### config.mk
export PLATFORM = sky130hd
export DESIGN_NAME = proj_one
export DESIGN_NICKNAME = d
export VERILOG_FILES = /design/src/rtl/proj_one_pkg.sv /design/src/rtl/proj_one_popcount_tree.sv /design/src/rtl/proj_one.sv
export SDC_FILE = /design/constraint.sdc
export NUM_CORES = 1
export LEC_CHECK = 0
export CELL_PAD_IN_SITES_DETAIL_PLACEMENT = 1
export CELL_PAD_IN_SITES_GLOBAL_PLACEMENT = 1
export CORE_AREA = 2 2 39 41
export CTS_BUF_LIST = sky130_fd_sc_hd__clkbuf_8
export DETAILED_ROUTE_END_ITERATION = 7
export DIE_AREA = 0 0 41 43
export PLACE_DENSITY_LB_ADDON = 0.1
export SLEW_MARGIN = 20
export SYNTH_ARGS = -nofsm -noshare
export SYNTH_HDL_FRONTEND = slang
export SYNTH_SLANG_ARGS = --single-unit
### constraint.sdc
create_clock -name clk -period 2.5 [get_ports clk]
set_input_delay 0.25 -clock clk [delete_from_list [all_inputs] [get_ports clk]]
set_output_delay 0.25 -clock clk [all_outputs]
set_load 0.02 [all_outputs]
### src/rtl/proj_one_pkg.sv
// -----------------------------------------------------------------------------
// proj_one_pkg
//   Shared definitions for the proj_one population-count stage.
//   - DEFAULT_WIDTH : default number of input bits counted.
//   - cnt_width(w)  : bits needed to hold a count of 0..w ones.
// -----------------------------------------------------------------------------
package proj_one_pkg;

   localparam int DEFAULT_WIDTH = 7;

   // A count of w ones ranges over 0..w, so it needs clog2(w+1) bits.
   function automatic int cnt_width(input int w);
      return $clog2(w + 1);
   endfunction

endpackage : proj_one_pkg

### src/rtl/proj_one_popcount_tree.sv
// -----------------------------------------------------------------------------
// popcount_tree
//   Purely combinational pairwise adder tree that counts the 1 bits of a word.
//   The word is split into a low and a high half, each half is counted by a
//   smaller copy of this module, and the two partial counts are added. Each
//   partial sum is cnt_width(its own width) bits wide, which always holds its
//   own maximum, so no level can overflow.
//
//   Parameters:
//     WIDTH : number of input bits (1..64)
//   Ports:
//     bits  : input  [WIDTH-1:0]  word to count
//     sum   : output [CW-1:0]     number of 1 bits in bits
// -----------------------------------------------------------------------------
module popcount_tree
   import proj_one_pkg::*;
#(
   parameter  int WIDTH = DEFAULT_WIDTH,
   localparam int CW    = cnt_width(WIDTH)
) (
   input  logic [WIDTH-1:0] bits,
   output logic [CW-1:0]    sum
);

   if (WIDTH == 1) begin : g_leaf
      // A single bit is its own count.
      assign sum = bits;
   end else begin : g_split
      localparam int LW  = WIDTH / 2;
      localparam int HW  = WIDTH - LW;
      localparam int LCW = cnt_width(LW);
      localparam int HCW = cnt_width(HW);

      logic [LCW-1:0] lo_sum;
      logic [HCW-1:0] hi_sum;

      popcount_tree #(.WIDTH(LW)) u_lo (
         .bits (bits[LW-1:0]),
         .sum  (lo_sum)
      );

      popcount_tree #(.WIDTH(HW)) u_hi (
         .bits (bits[WIDTH-1:LW]),
         .sum  (hi_sum)
      );

      // Both halves are zero-extended to the parent width before the add; the
      // parent width holds WIDTH, which bounds lo_sum + hi_sum.
      assign sum = CW'(lo_sum) + CW'(hi_sum);
   end

endmodule : popcount_tree

### src/rtl/proj_one.sv
// -----------------------------------------------------------------------------
// proj_one
//   Registered population counter. The 1 bits of i0 are counted by a
//   combinational adder tree and the count plus three status flags are
//   registered, giving exactly one cycle of latency and one result per cycle.
//
//   Parameters:
//     WIDTH  : number of input bits counted (1..64)
//     CW     : count width, derived as cnt_width(WIDTH)
//   Ports:
//     clk    : input          rising-edge clock
//     reset  : input          synchronous, active-high reset
//     i0     : input  [WIDTH] data word sampled every rising edge
//     o      : output [CW]    registered count of 1 bits in i0
//     o_zero : output         registered, count == 0
//     o_all  : output         registered, count == WIDTH
//     o_odd  : output         registered, LSB of count (odd parity of i0)
// -----------------------------------------------------------------------------
module proj_one
   import proj_one_pkg::*;
#(
   parameter  int WIDTH = DEFAULT_WIDTH,
   localparam int CW    = cnt_width(WIDTH)
) (
   input  logic             clk,
   input  logic             reset,
   input  logic [WIDTH-1:0] i0,
   output logic [CW-1:0]    o,
   output logic             o_zero,
   output logic             o_all,
   output logic             o_odd
);

   logic [CW-1:0] count;

   popcount_tree #(.WIDTH(WIDTH)) u_tree (
      .bits (i0),
      .sum  (count)
   );

   // Flags are decoded from the unregistered count and registered alongside
   // it, so every output comes straight from a flop and all four describe the
   // same sampled word.
   // NOTE: sequential state uses non-blocking (<=) so every flop samples
   // pre-edge values and the result does not depend on statement order.
   always_ff @(posedge clk) begin
      if (reset) begin
         o      <= '0;
         o_zero <= 1'b1;
         o_all  <= 1'b0;
         o_odd  <= 1'b0;
      end else begin
         o      <= count;
         o_zero <= (count == '0);
         o_all  <= (count == CW'(WIDTH));
         o_odd  <= count[0];
      end
   end

endmodule : proj_one

* Word level (Yosys, flattened, before mapping)
Cells that the tools add are included.
** Word-level totals
- Bits in registers :: 6
- Input bits :: 9
- Output and inout port bits :: 6
- Logic and storage cells :: 12
** Operators by class
- $add $sub $neg :: 6
- Equality and inequality tests :: 1
- Reductions and logical operators :: 1
** Operators with widths (number)
- 1-bit by 1-bit adder with 2-bit output :: 3
- 2-bit by 2-bit adder with 3-bit output :: 1
- 2-bit by 3-bit adder with 3-bit output :: 1
- 3-bit equality test, second input constant :: 1
- 3-bit logical NOT :: 1
- 1-bit by 2-bit adder with 2-bit output :: 1

* Depth between registers and ports, before layout
Gate-level depths: netlist (run 1).
- Depth after elaboration :: 4
- Gate-level depth with buffers :: 8
- Depth with buffers taken out :: 8

* Modules after synthesis
From an unflattened synthesis (run 1), not the netlist that was laid out.
** Second synthesis, totals
- Cell total of the unflattened synthesis :: 38
- Area total of the unflattened synthesis :: 372.9 sq um
** By module, submodules not included
- proj_one :: instances 1, cells each 12, area an instance 153.9 sq um, seq. area each 100.1 sq um
- popcount_tree (u_tree) :: instances 1, cells each 7, area an instance 56.3 sq um, seq. area each 0.0 sq um
- popcount_tree (u_tree.g_split.u_hi.g_split.u_hi.g_split.u_hi ...) :: instances 7, cells each 1, area an instance 7.5 sq um, seq. area each 0.0 sq um
- popcount_tree (u_tree.g_split.u_hi) :: instances 1, cells each 7, area an instance 51.3 sq um, seq. area each 0.0 sq um
- popcount_tree (u_tree.g_split.u_hi.g_split.u_hi ...) :: instances 3, cells each 1, area an instance 12.5 sq um, seq. area each 0.0 sq um
- popcount_tree (u_tree.g_split.u_lo) :: instances 1, cells each 2, area an instance 21.3 sq um, seq. area each 0.0 sq um

* Worst setup path after synthesis (run 1)
Ideal clock, no wire load.
- Path type :: in2reg
- Start point :: input port i0[0]
- End point :: register o_all
- Setup time :: 0.115 ns
- Arrival :: 2.391 ns
- Required time :: 2.385 ns
- Slack :: -0.006 ns
- Stages on the path :: 8
- Buffers on the path :: 0
- Cells stage by stage :: inv_1 > fa_1 > fa_1 > inv_1 > fa_1 > fa_1 > nor2b_4 > and3_1
** On the way
- Longest elaborated chain between the ends :: 3
** RTL lines
- from (decl) :: RTL line proj_one.sv:27 : input logic [WIDTH-1:0] i0,
- 1-bit by 2-bit adder with 2-bit output :: RTL line proj_one_popcount_tree.sv:49 : assign sum = CW'(lo_sum) + CW'(hi_sum);
- 2-bit by 3-bit adder with 3-bit output :: RTL line proj_one_popcount_tree.sv:49
- net count[1] :: RTL line proj_one.sv:34 : logic [CW-1:0] count;
- 3-bit equality test :: RTL line proj_one.sv:55 : o_all <= (count == CW'(WIDTH));
- to (signal assigned) :: RTL line proj_one.sv:55
- to (decl) :: RTL line proj_one.sv:30 : output logic o_all,
The timed path passes the listed nets, and every way through them passes these cells.
A chain may end at the register's enable or synchronous reset.

* Worst setup path in the final report (run 1)
- Start point :: input port i0[3]
- End point :: register o_zero
** On the way
- Longest elaborated chain between the ends :: 4
** RTL lines
- 1-bit by 1-bit adder with 2-bit output :: RTL line proj_one_popcount_tree.sv:49
- 2-bit by 2-bit adder with 3-bit output :: RTL line proj_one_popcount_tree.sv:49
- 2-bit by 3-bit adder with 3-bit output :: RTL line proj_one_popcount_tree.sv:49
- net count[1] :: RTL line proj_one.sv:34
- 3-bit logical NOT :: RTL line proj_one.sv:54 : o_zero <= (count == '0);
- to (signal assigned) :: RTL line proj_one.sv:54
- to (decl) :: RTL line proj_one.sv:29 : output logic o_zero,
The timed path passes the listed nets, and every way through them passes these cells.

==> results.sh, run 1 <==
export IMPL_clockBufferDepth=2
export IMPL_gr_total_overflow=0
export IMPL_p_sw_mw=0.106
export IMPL_preCtsSetupSlack_ns=-0.571
export IMPL_htree_levels=1
export IMPL_layout_commonest_cell="clkdlybuf4s50_1"
export IMPL_grt_pass1_vias=272
export IMPL_syn_inst=24
export IMPL_numCtsBuffers=3
export IMPL_area_delta_synth_final_pct=77.9
export IMPL_seq_power_share_pct=25.9
export IMPL_final_cell_mix="11 x clkdlybuf4s50_1, 6 x inv_1, 5 x dfxtp_1"
export IMPL_grt_total_usage_pct=8.79
export IMPL_cts_root_buf="clkbuf_8"
export IMPL_cp_end_kind="flop"
export IMPL_fp_dieArea_sq_um=1760
export IMPL_die_x_um=41
export IMPL_status="completed"
export IMPL_io_buffers=14
export IMPL_internal_power_mw=0.274
export IMPL_vias=218
export IMPL_dp_hpwl_um=499
export IMPL_setup_viol=0
export IMPL_max_stage_delay_ns=0.56
export IMPL_finalCritPeriodShare_pct=97.9
export IMPL_finalHoldViolCount=0
export IMPL_drtAntennaViolNets=0
export IMPL_path_common_cell="fa_1"
export IMPL_p_leak_nw=0.220
export IMPL_synth_seq_cells=5
export IMPL_hold_class="input port to flop"
export IMPL_fin_crit_ns=2.45
export IMPL_cts_tree="done"
export IMPL_switching_share_pct=27.8
export IMPL_cts_sinks=5
export IMPL_rsz0062_at_grt="yes"
export IMPL_maxSlewViolCount=0
export IMPL_ys_warn_count=0
export IMPL_gp_congestion=0.583
export IMPL_crit_chain="buf_6 > inv_2 > fa_1 > fa_1 > inv_2 > fa_2 > fa_1 > nor3_2 > or2_1"
export IMPL_start_kind="input port"
export IMPL_nNetsFinal=55
export IMPL_ys_seq_area_share_pct=37.6
export IMPL_viasPerCell=3.82
export IMPL_row_count=14
export IMPL_drive_gt1_share_pct=36.6
export IMPL_core_sq_um=1380
export IMPL_antenna_found_initial=0
export IMPL_setup_slack_ns=0.0516
export IMPL_io_pins=15
export IMPL_fp_dieH_um=43
export IMPL_required_ns=2.60
export IMPL_syn_avg_cell_area_sq_um=11.1
export IMPL_cp_slowest_cell="fa_1"
export IMPL_first_iter_violations=0
export IMPL_peakVddDrop_v=0.000193
export IMPL_fin_setup_tns_ns=0
export IMPL_max_slew_margin_pct=85.7
export IMPL_synth_cell_area_sq_um=267
export IMPL_syn_nets=37
export IMPL_crit_arrival_ns=2.55
export IMPL_place_area_sq_um=422
export IMPL_drt_total_wl_um=582
export IMPL_routedWlPerCell_um=10.2
export IMPL_initial_core_util_pct=19.3
export IMPL_final_area_sq_um=474
export IMPL_fin_util_pct=34.3
export IMPL_cap_violations=0
export IMPL_cts_hold_buf=0
export IMPL_grt_pass1_wl_um=972
export IMPL_dr_pass1_iters=1
export IMPL_pwr_share_clk_pct=38.1
export IMPL_clkTransAtPathRegs_ns=0.04
export IMPL_worst_slew_pin_slew_ns=0.214
export IMPL_p_per_area_nw_per_um2=802
export IMPL_fmax_mhz=408
export IMPL_yosysUniqueCellTypes=9
export IMPL_critPathKind="input port to flop"
export IMPL_postCtsSetupBuffers=0
export IMPL_cp_max_fo=2
export IMPL_comb_power_share_pct=36.0
export IMPL_grt_start_max_net_pins=5
export IMPL_drc=0
export IMPL_insertedDiodeCount=0
export IMPL_power_mw=0.380
## logic make-up after synthesis
family	share of synthesized area, %
buffers and inverters	14.1
DFF	37.6
and+or+nand+nor	18.3
adders and majority gates	30.0
## metrics by stage
stage                     std cells  hold WS, ns
after floorplan                  24        0.317
after global placement           53        0.913
after detailed placement         53        0.905
after CTS                        57        0.683
after global routing             57        0.721
final                            57        0.683
## repair_timing
action / 4_1_cts / 5_1_grt
resized for setup: 18 / 0
pin swaps: 5 / 4
endpoints found under the setup margin: 4 / 2
## metal layers
layer / vias up / GRT usage [%] / part of all wire, %
met1: 111 / 5.57 / 27
met4: 0 / 8.00 / 0
li1: 99 / - / -
met3: 0 / 1.57 / 3.6
met5: - / 0 / 0
met2: 8 / 17.2 / 70
## power groups by stage
stage	clock, mW	combinational [mW]	sequential, mW
final	0.145	0.137	0.0984
after global placement	0	0.126	0.0990
after global routing	0.153	0.149	0.100
after CTS	0.148	0.141	0.0990
after detailed placement	0	0.127	0.100
after floorplan	0	0.0545	0.118
## cell type report
type,count,area [sq um]
multi-input cells,10,141
inverters,8,30.0
fillers,160,910
repair buffers,14,138
clock buffers,3,41.3
clock inverters,1,3.75
flip-flops and latches,5,100
well taps,16,20.0
## critical path, delay by kind of cell
family	cells	cell delay, ns
simple gates	2	0.26
fa+ha+maj	4	1.89
buf+inv	3	0.14
## sequential cells by signal (all words and copies together) (netlist names)
signal  count
o_zero      1
o_all       1
o           3
## cells in the mapped netlist
cell | n | area, sq um
nor2b_4 | 1 | 13.8
or2_1 | 1 | 6.26
and3_1 | 1 | 6.26
inv_1 | 8 | 30.0
dfxtp_1 | 5 | 100
nor3_1 | 1 | 5.00
fa_1 | 4 | 80.1
buf_4 | 1 | 7.51
and2b_2 | 2 | 17.5
## worst paths after layout
check | start | to | slack (ns) | cells past startpoint
setup / recovery | i0[3] | o_zero | 0.05 | 9
hold / removal | reset | o[1] | 0.68 | 2
No activity file was read; power rests on OpenSTA's default activity.
==> run 2, diff against run 1 <==
--- a/config.mk
+++ b/config.mk
@@ -5,13 +5,14 @@
 export SDC_FILE = /design/constraint.sdc
 export NUM_CORES = 1
 export LEC_CHECK = 0
+export ABC_AREA = 1
 export CELL_PAD_IN_SITES_DETAIL_PLACEMENT = 1
 export CELL_PAD_IN_SITES_GLOBAL_PLACEMENT = 1
 export CORE_AREA = 2 2 39 41
 export CTS_BUF_LIST = sky130_fd_sc_hd__clkbuf_8
 export DETAILED_ROUTE_END_ITERATION = 7
 export DIE_AREA = 0 0 41 43
-export PLACE_DENSITY_LB_ADDON = 0.1
+export PLACE_DENSITY = 0.72
 export SLEW_MARGIN = 20
 export SYNTH_ARGS = -nofsm -noshare
 export SYNTH_HDL_FRONTEND = slang
==> run 2 against run 1 <==
Cell area is 1.6% lower. Wire length is 25% lower. Hold slack better by 0.018 ns. Core utilization is 0.54 points lower. Sequential power is 0.5% lower. Synthesized area stayed put. Clock-buffer cell count stayed put.
==> results.sh, run 2 <==
export IMPL_fillers=168
export IMPL_first_iter_violations=6
export IMPL_ys_top_cells_by_area="dfxtp_1 38%, fa_1 30%, inv_1 17%"
export IMPL_whs_ns=0.702
export IMPL_io_pins=15
export IMPL_peakVddDrop_v=0.000146
export IMPL_viasPerCell=3.78
export IMPL_worst_slew_pin_slew_ns=0.210
export IMPL_gp_congestion=0.574
export IMPL_holdCritStartpoint="reset"
export IMPL_crit_arrival_ns=2.49
export IMPL_drc=0
export IMPL_drive_gt1_share_pct=12.8
export IMPL_min_to="o[0]"
export IMPL_htree_levels=1
export IMPL_syn_avg_cell_area_sq_um=8.88
export IMPL_reg_largest_list="o: 3 flops, o_all: 1 flops, o_zero: 1 flops"
export IMPL_layoutNonFillerInstCount=63
export IMPL_grt_pass1_vias=260
export IMPL_synth_cell_area_sq_um=267
export IMPL_required_ns=2.61
export IMPL_drtAntennaViolNets=0
export IMPL_finalCritPeriodShare_pct=95.1
export IMPL_p_leak_nw=0.231
export IMPL_numCtsBuffers=3
export IMPL_yosysUniqueCellTypes=8
export IMPL_dr_pass1_iters=4
export IMPL_nNetsFinal=61
export IMPL_routedWlPerCell_um=6.90
export IMPL_grt_total_usage_pct=8.18
export IMPL_setup_viol=0
export IMPL_fmax_mhz=420
export IMPL_synth_commonest_cells="12 x inv_1, 5 x dfxtp_1, 4 x fa_1, 4 x nor2_1, 2 x nand2_1"
export IMPL_clkTransAtPathRegs_ns=0.03
export IMPL_status="completed"
export IMPL_critPathKind="input port to flop"
export IMPL_clockBufferDepth=2
export IMPL_cap_violations=0
export IMPL_largest_reg_flops=3
export IMPL_maxSlewViolCount=0
export IMPL_gr_total_overflow=0
export IMPL_place_area_sq_um=419
export IMPL_holdPathStages=2
export IMPL_layout_commonest_cell="inv_1"
export IMPL_ys_warn_count=0
export IMPL_hold_class="input port to flop"
export IMPL_final_cell_mix="12 x inv_1, 11 x clkdlybuf4s50_1, 5 x dfxtp_1"
export IMPL_yosysMostFrequentCell="inv_1"
export IMPL_die_x_um=41
export IMPL_grt_start_max_net_pins=6
export IMPL_initial_core_util_pct=19.3
export IMPL_vias=238
export IMPL_ys_seq_area_share_pct=37.6
export IMPL_p_per_area_nw_per_um2=784
export IMPL_cts_sinks=5
export IMPL_synth_top_area_share_pct=37.6
export IMPL_dp_cells=59
export IMPL_cts_tree="done"
export IMPL_antenna_found_initial=0
export IMPL_syn_inst=30
export IMPL_regMostFlops="o"
export IMPL_cp_end_kind="flop"
export IMPL_fp_dieH_um=43
export IMPL_yosys_area_top_type="dfxtp_1"
export IMPL_rsz0062_at_grt="no"
export IMPL_synthArstFlopShare_pct=0
export IMPL_final_area_sq_um=467
export IMPL_cts_root_buf="clkbuf_8"
export IMPL_synth_edf_count=0
export IMPL_io_buffers=14
export IMPL_finalHoldViolCount=0
export IMPL_dp_hpwl_um=370
export IMPL_synth_seq_cells=5
export IMPL_start_kind="input port"
export IMPL_syn_nets=43
export IMPL_max_slew_margin_pct=86.0
export IMPL_drt_total_wl_um=435
export IMPL_grt_pass1_wl_um=876
export IMPL_area_delta_synth_final_pct=75.1
export IMPL_cp_max_fo=3
export IMPL_row_count=14
export IMPL_fin_crit_ns=2.38
export IMPL_cts_hold_buf=0
export IMPL_insertedDiodeCount=0
export IMPL_fp_dieArea_sq_um=1760
export IMPL_synth_ff_type="dfxtp_1"
export IMPL_core_sq_um=1380
-- run 2: report_power, final --
| group | total [mW] | internal [mW] | switching (mW) |
|---|---|---|---|
| Sequential | 0.0979 | 0.0943 | 0.00366 |
| Clock | 0.144 | 0.105 | 0.0387 |
| Combinational | 0.124 | 0.0621 | 0.0621 |
| Total | 0.366 | 0.262 | 0.104 |
-- run 2: layer usage --
metal	wire [um]	GRT usage, %	vias to the layer above
li1	-	-	111
met1	134	6.23	108
met2	212	11.9	15
met3	57	3.14	4
met4	30	12.0	0
met5	0	0	-
-- run 2: worst max-delay path: stages --
cell,delay [ns]
clkdlybuf4s15_1,0.16
inv_1,0.05
fa_1,0.48
fa_1,0.49
inv_1,0.05
fa_2,0.33
fa_1,0.52
nor2_1,0.06
nand2_1,0.06
nand2_1,0.04
-- run 2: timing repair --
action | 4_1_cts | 5_1_grt
pin swaps | 6 | 4
buffers inserted | 0 | 0
resized for setup | 8 | 0
endpoints found under the setup margin | 4 | 3
-- run 2: cell type report --
cell class | instances | area, sq um | area share [%]
Multi-Input combinational cell | 12 | 116 | 24.9
Tap cell | 16 | 20.0 | 4.29
Clock inverter | 1 | 3.75 | 0.804
Sequential cell | 5 | 100 | 21.4
Timing Repair Buffer | 14 | 140 | 30.0
Inverter | 12 | 45.0 | 9.65
Clock buffer | 3 | 41.3 | 8.85
-- run 2: worst max path at each step --
stage / end / startpoint / cells past startpoint / slack, ns
2_1_floorplan: o_zero / i0[0] / 9 / 0.09
3_3_place_gp: o_zero / i0[0] / 10 / -0.43
3_5_place_dp: o_zero / i0[0] / 10 / -0.45
4_1_cts: o_zero / i0[3] / 10 / 0.01
5_1_grt: o_zero / i0[0] / 10 / 0.02
6_report: o_zero / i0[0] / 10 / 0.12
-- run 2: cell families (layout without fill, tap and decap cells) --
family,after synthesis,count (layout),synth area share [%]
buf+inv,13,30,19.7
simple gates,8,8,12.7
fa+ha+maj,4,4,30.0
flops,5,5,37.6
-- run 2: per-stage QoR --
stage                     TNS (ns)  utilization [%]  worst slack [ns]  power [mW]
after detailed placement     -1.57             30.3            -0.449       0.225
after global placement       -1.46             30.3            -0.425       0.221
after global routing             0             33.7            0.0164       0.398
after CTS                        0             33.7            0.0129       0.372
after floorplan                  0                -            0.0932       0.173
final                            0             33.7             0.122       0.366
==> run 3, diff against run 2 <==
--- a/config.mk
+++ b/config.mk
@@ -12,7 +12,7 @@
 export CTS_BUF_LIST = sky130_fd_sc_hd__clkbuf_8
 export DETAILED_ROUTE_END_ITERATION = 7
 export DIE_AREA = 0 0 41 43
-export PLACE_DENSITY = 0.72
+export PLACE_DENSITY_LB_ADDON = 0.15
 export SLEW_MARGIN = 20
 export SYNTH_ARGS = -nofsm -noshare
 export SYNTH_HDL_FRONTEND = slang
==> run 3 against run 2 <==
Via count fell by 3.8%. Clock-buffer cell count unchanged. Critical path depth unchanged. Setup slack got worse by 0.0044 ns. Critical endpoint unchanged. Hold slack worse by 0.0055 ns. Global-route usage down 0.40 points. Cell area is 1.1% lower. Clock power about the same. Highest routed layer is now met3.
==> results.sh, run 3 (same netlist as run 2, synthesis figures left out) <==
export IMPL_status="completed"
export IMPL_cp_max_fo=3
export IMPL_drtAntennaViolNets=0
export IMPL_p_leak_nw=0.228
export IMPL_htree_levels=1
export IMPL_worst_slew_pin_slew_ns=0.217
export IMPL_holdPathStages=2
export IMPL_fillers=173
export IMPL_min_to="o_all"
export IMPL_clkTransAtPathRegs_ns=0.04
export IMPL_row_count=14
export IMPL_seq_power_share_pct=26.8
export IMPL_dp_hpwl_um=474
export IMPL_insertedDiodeCount=0
export IMPL_dr_pass1_iters=1
export IMPL_comb_power_share_pct=34.6
export IMPL_drt_met1_wl_um=145
export IMPL_finalHoldViolCount=0
export IMPL_grt_start_max_net_pins=6
export IMPL_cts_tree="done"
export IMPL_fp_dieArea_sq_um=1760
export IMPL_met2_length_um=332
export IMPL_finalCritPeriodShare_pct=95.3
export IMPL_reg_largest_list="o: 3 flops, o_all: 1 flops, o_zero: 1 flops"
export IMPL_viasPerCell=3.63
export IMPL_clockBufferDepth=2
export IMPL_largest_reg_flops=3
export IMPL_nNetsFinal=61
export IMPL_layout_commonest_cell="clkdlybuf4s50_1"
export IMPL_critPathKind="input port to flop"
export IMPL_rsz0062_at_grt="no"
export IMPL_max_slew_margin_pct=85.5
export IMPL_vias=229
export IMPL_io_buffers=14
export IMPL_cp_end_kind="flop"
export IMPL_fmax_mhz=420
export IMPL_start_kind="input port"
export IMPL_setup_viol=0
export IMPL_pwr_share_clk_pct=38.5
export IMPL_drc=0
export IMPL_holdCritStartpoint="reset"
export IMPL_required_ns=2.61
export IMPL_gr_total_overflow=0
export IMPL_final_cell_mix="11 x clkdlybuf4s50_1, 10 x inv_1, 5 x dfxtp_1"
export IMPL_top_layer="met3"
export IMPL_gp_congestion=0.584
export IMPL_p_per_area_nw_per_um2=793
export IMPL_cts_root_buf="clkbuf_8"
export IMPL_crit_arrival_ns=2.49
export IMPL_fin_crit_ns=2.38
export IMPL_p_sw_mw=0.104
export IMPL_initial_core_util_pct=19.3
export IMPL_io_pins=15
export IMPL_drive_gt1_share_pct=19.1
export IMPL_area_delta_synth_final_pct=73.2
export IMPL_antenna_found_initial=0
export IMPL_setup_slack_ns=0.117
export IMPL_grt_total_usage_pct=7.78
export IMPL_drt_total_wl_um=509
export IMPL_cap_violations=0
export IMPL_fin_util_pct=33.4
export IMPL_cts_sinks=5
export IMPL_first_iter_violations=0
export IMPL_switching_share_pct=28.5
export IMPL_dr_wl_met3_um=31
export IMPL_numCtsBuffers=3
export IMPL_grt_pass1_vias=249
export IMPL_hold_class="input port to flop"
export IMPL_regMostFlops="o"
export IMPL_preCtsSetupSlack_ns=-0.469
export IMPL_fp_dieH_um=43
export IMPL_core_sq_um=1380
export IMPL_maxSlewViolCount=0
export IMPL_internal_power_mw=0.262
export IMPL_die_x_um=41
export IMPL_peakVddDrop_v=0.000194
export IMPL_grt_pass1_wl_um=883
export IMPL_routedWlPerCell_um=8.08
## run 3: cell count changes in the layout (fill, tap and decap cells not counted)
| cell | delta |
|---|---|
| clkbuf_2 | +1 |
| clkdlybuf4s15_1 | -1 |
| inv_2 | +2 |
| inv_1 | -2 |
## run 3: layout make-up
class | count | area [sq um] | share of cell area, %
timing repair buffer | 14 | 135 | 29.3
multi-input combinational | 12 | 116 | 25.2
sequential | 5 | 100 | 21.7
inverter | 12 | 45.0 | 9.76
clock buffer | 3 | 41.3 | 8.94
tap | 16 | 20.0 | 4.34
clock inverter | 1 | 3.75 | 0.813
## run 3: timing repair
item | in CTS | in global routing
gates resized for setup | 9 | 2
pin swaps | 6 | 4
buffers inserted | 0 | 0
setup endpoints to repair | 4 | 3
hold buffers | 0 | 0
## run 3: per-stage QoR
stage | area (sq um) | power [mW] | hold slack, ns | setup TNS, ns | std cells
3_5_place_dp | 419 | 0.227 | 0.925 | -1.67 | 59
6_report | 462 | 0.366 | 0.696 | 0 | 63
2_1_floorplan | 267 | 0.173 | 0.317 | 0 | 30
3_3_place_gp | 419 | 0.225 | 0.918 | -1.53 | 59
4_1_cts | 467 | 0.375 | 0.702 | 0 | 63
5_1_grt | 462 | 0.397 | 0.720 | 0 | 63
## run 3: how the worst max path moves through the flow
stage	end	startpoint	cells after the start	slack, ns
floorplan	o_zero	i0[0]	9	0.09
global placement	o_zero	i0[0]	10	-0.45
detailed placement	o_zero	i0[0]	10	-0.47
CTS	o_zero	i0[3]	10	0.004
global route	o_zero	i0[1]	10	0.002
finish	o_zero	i0[1]	10	0.12
## run 3: metal layers
| metal | vias to the layer above | GRT usage (%) |
|---|---|---|
| li1 | 112 | - |
| met1 | 108 | 7.21 |
| met2 | 9 | 13.4 |
| met3 | 0 | 1.57 |
| met4 | 0 | 6.00 |
| met5 | - | 0 |
## run 3: critical path: stages
cell and delay (ns):
clkdlybuf4s15_1 0.16, inv_1 0.05, fa_1 0.46, fa_1 0.51, inv_2 0.04, fa_2 0.35, fa_1 0.53, nor2_1 0.05
nand2_1 0.05, nand2_1 0.04
## run 3: power groups by stage
stage / Sequential, mW / Combinational [mW] / Clock, mW
after floorplan: 0.117 / 0.0559 / 0
after global placement: 0.0991 / 0.125 / 0
after detailed placement: 0.0998 / 0.128 / 0
after CTS: 0.0986 / 0.132 / 0.145
after global routing: 0.0996 / 0.144 / 0.153
final: 0.0983 / 0.127 / 0.141
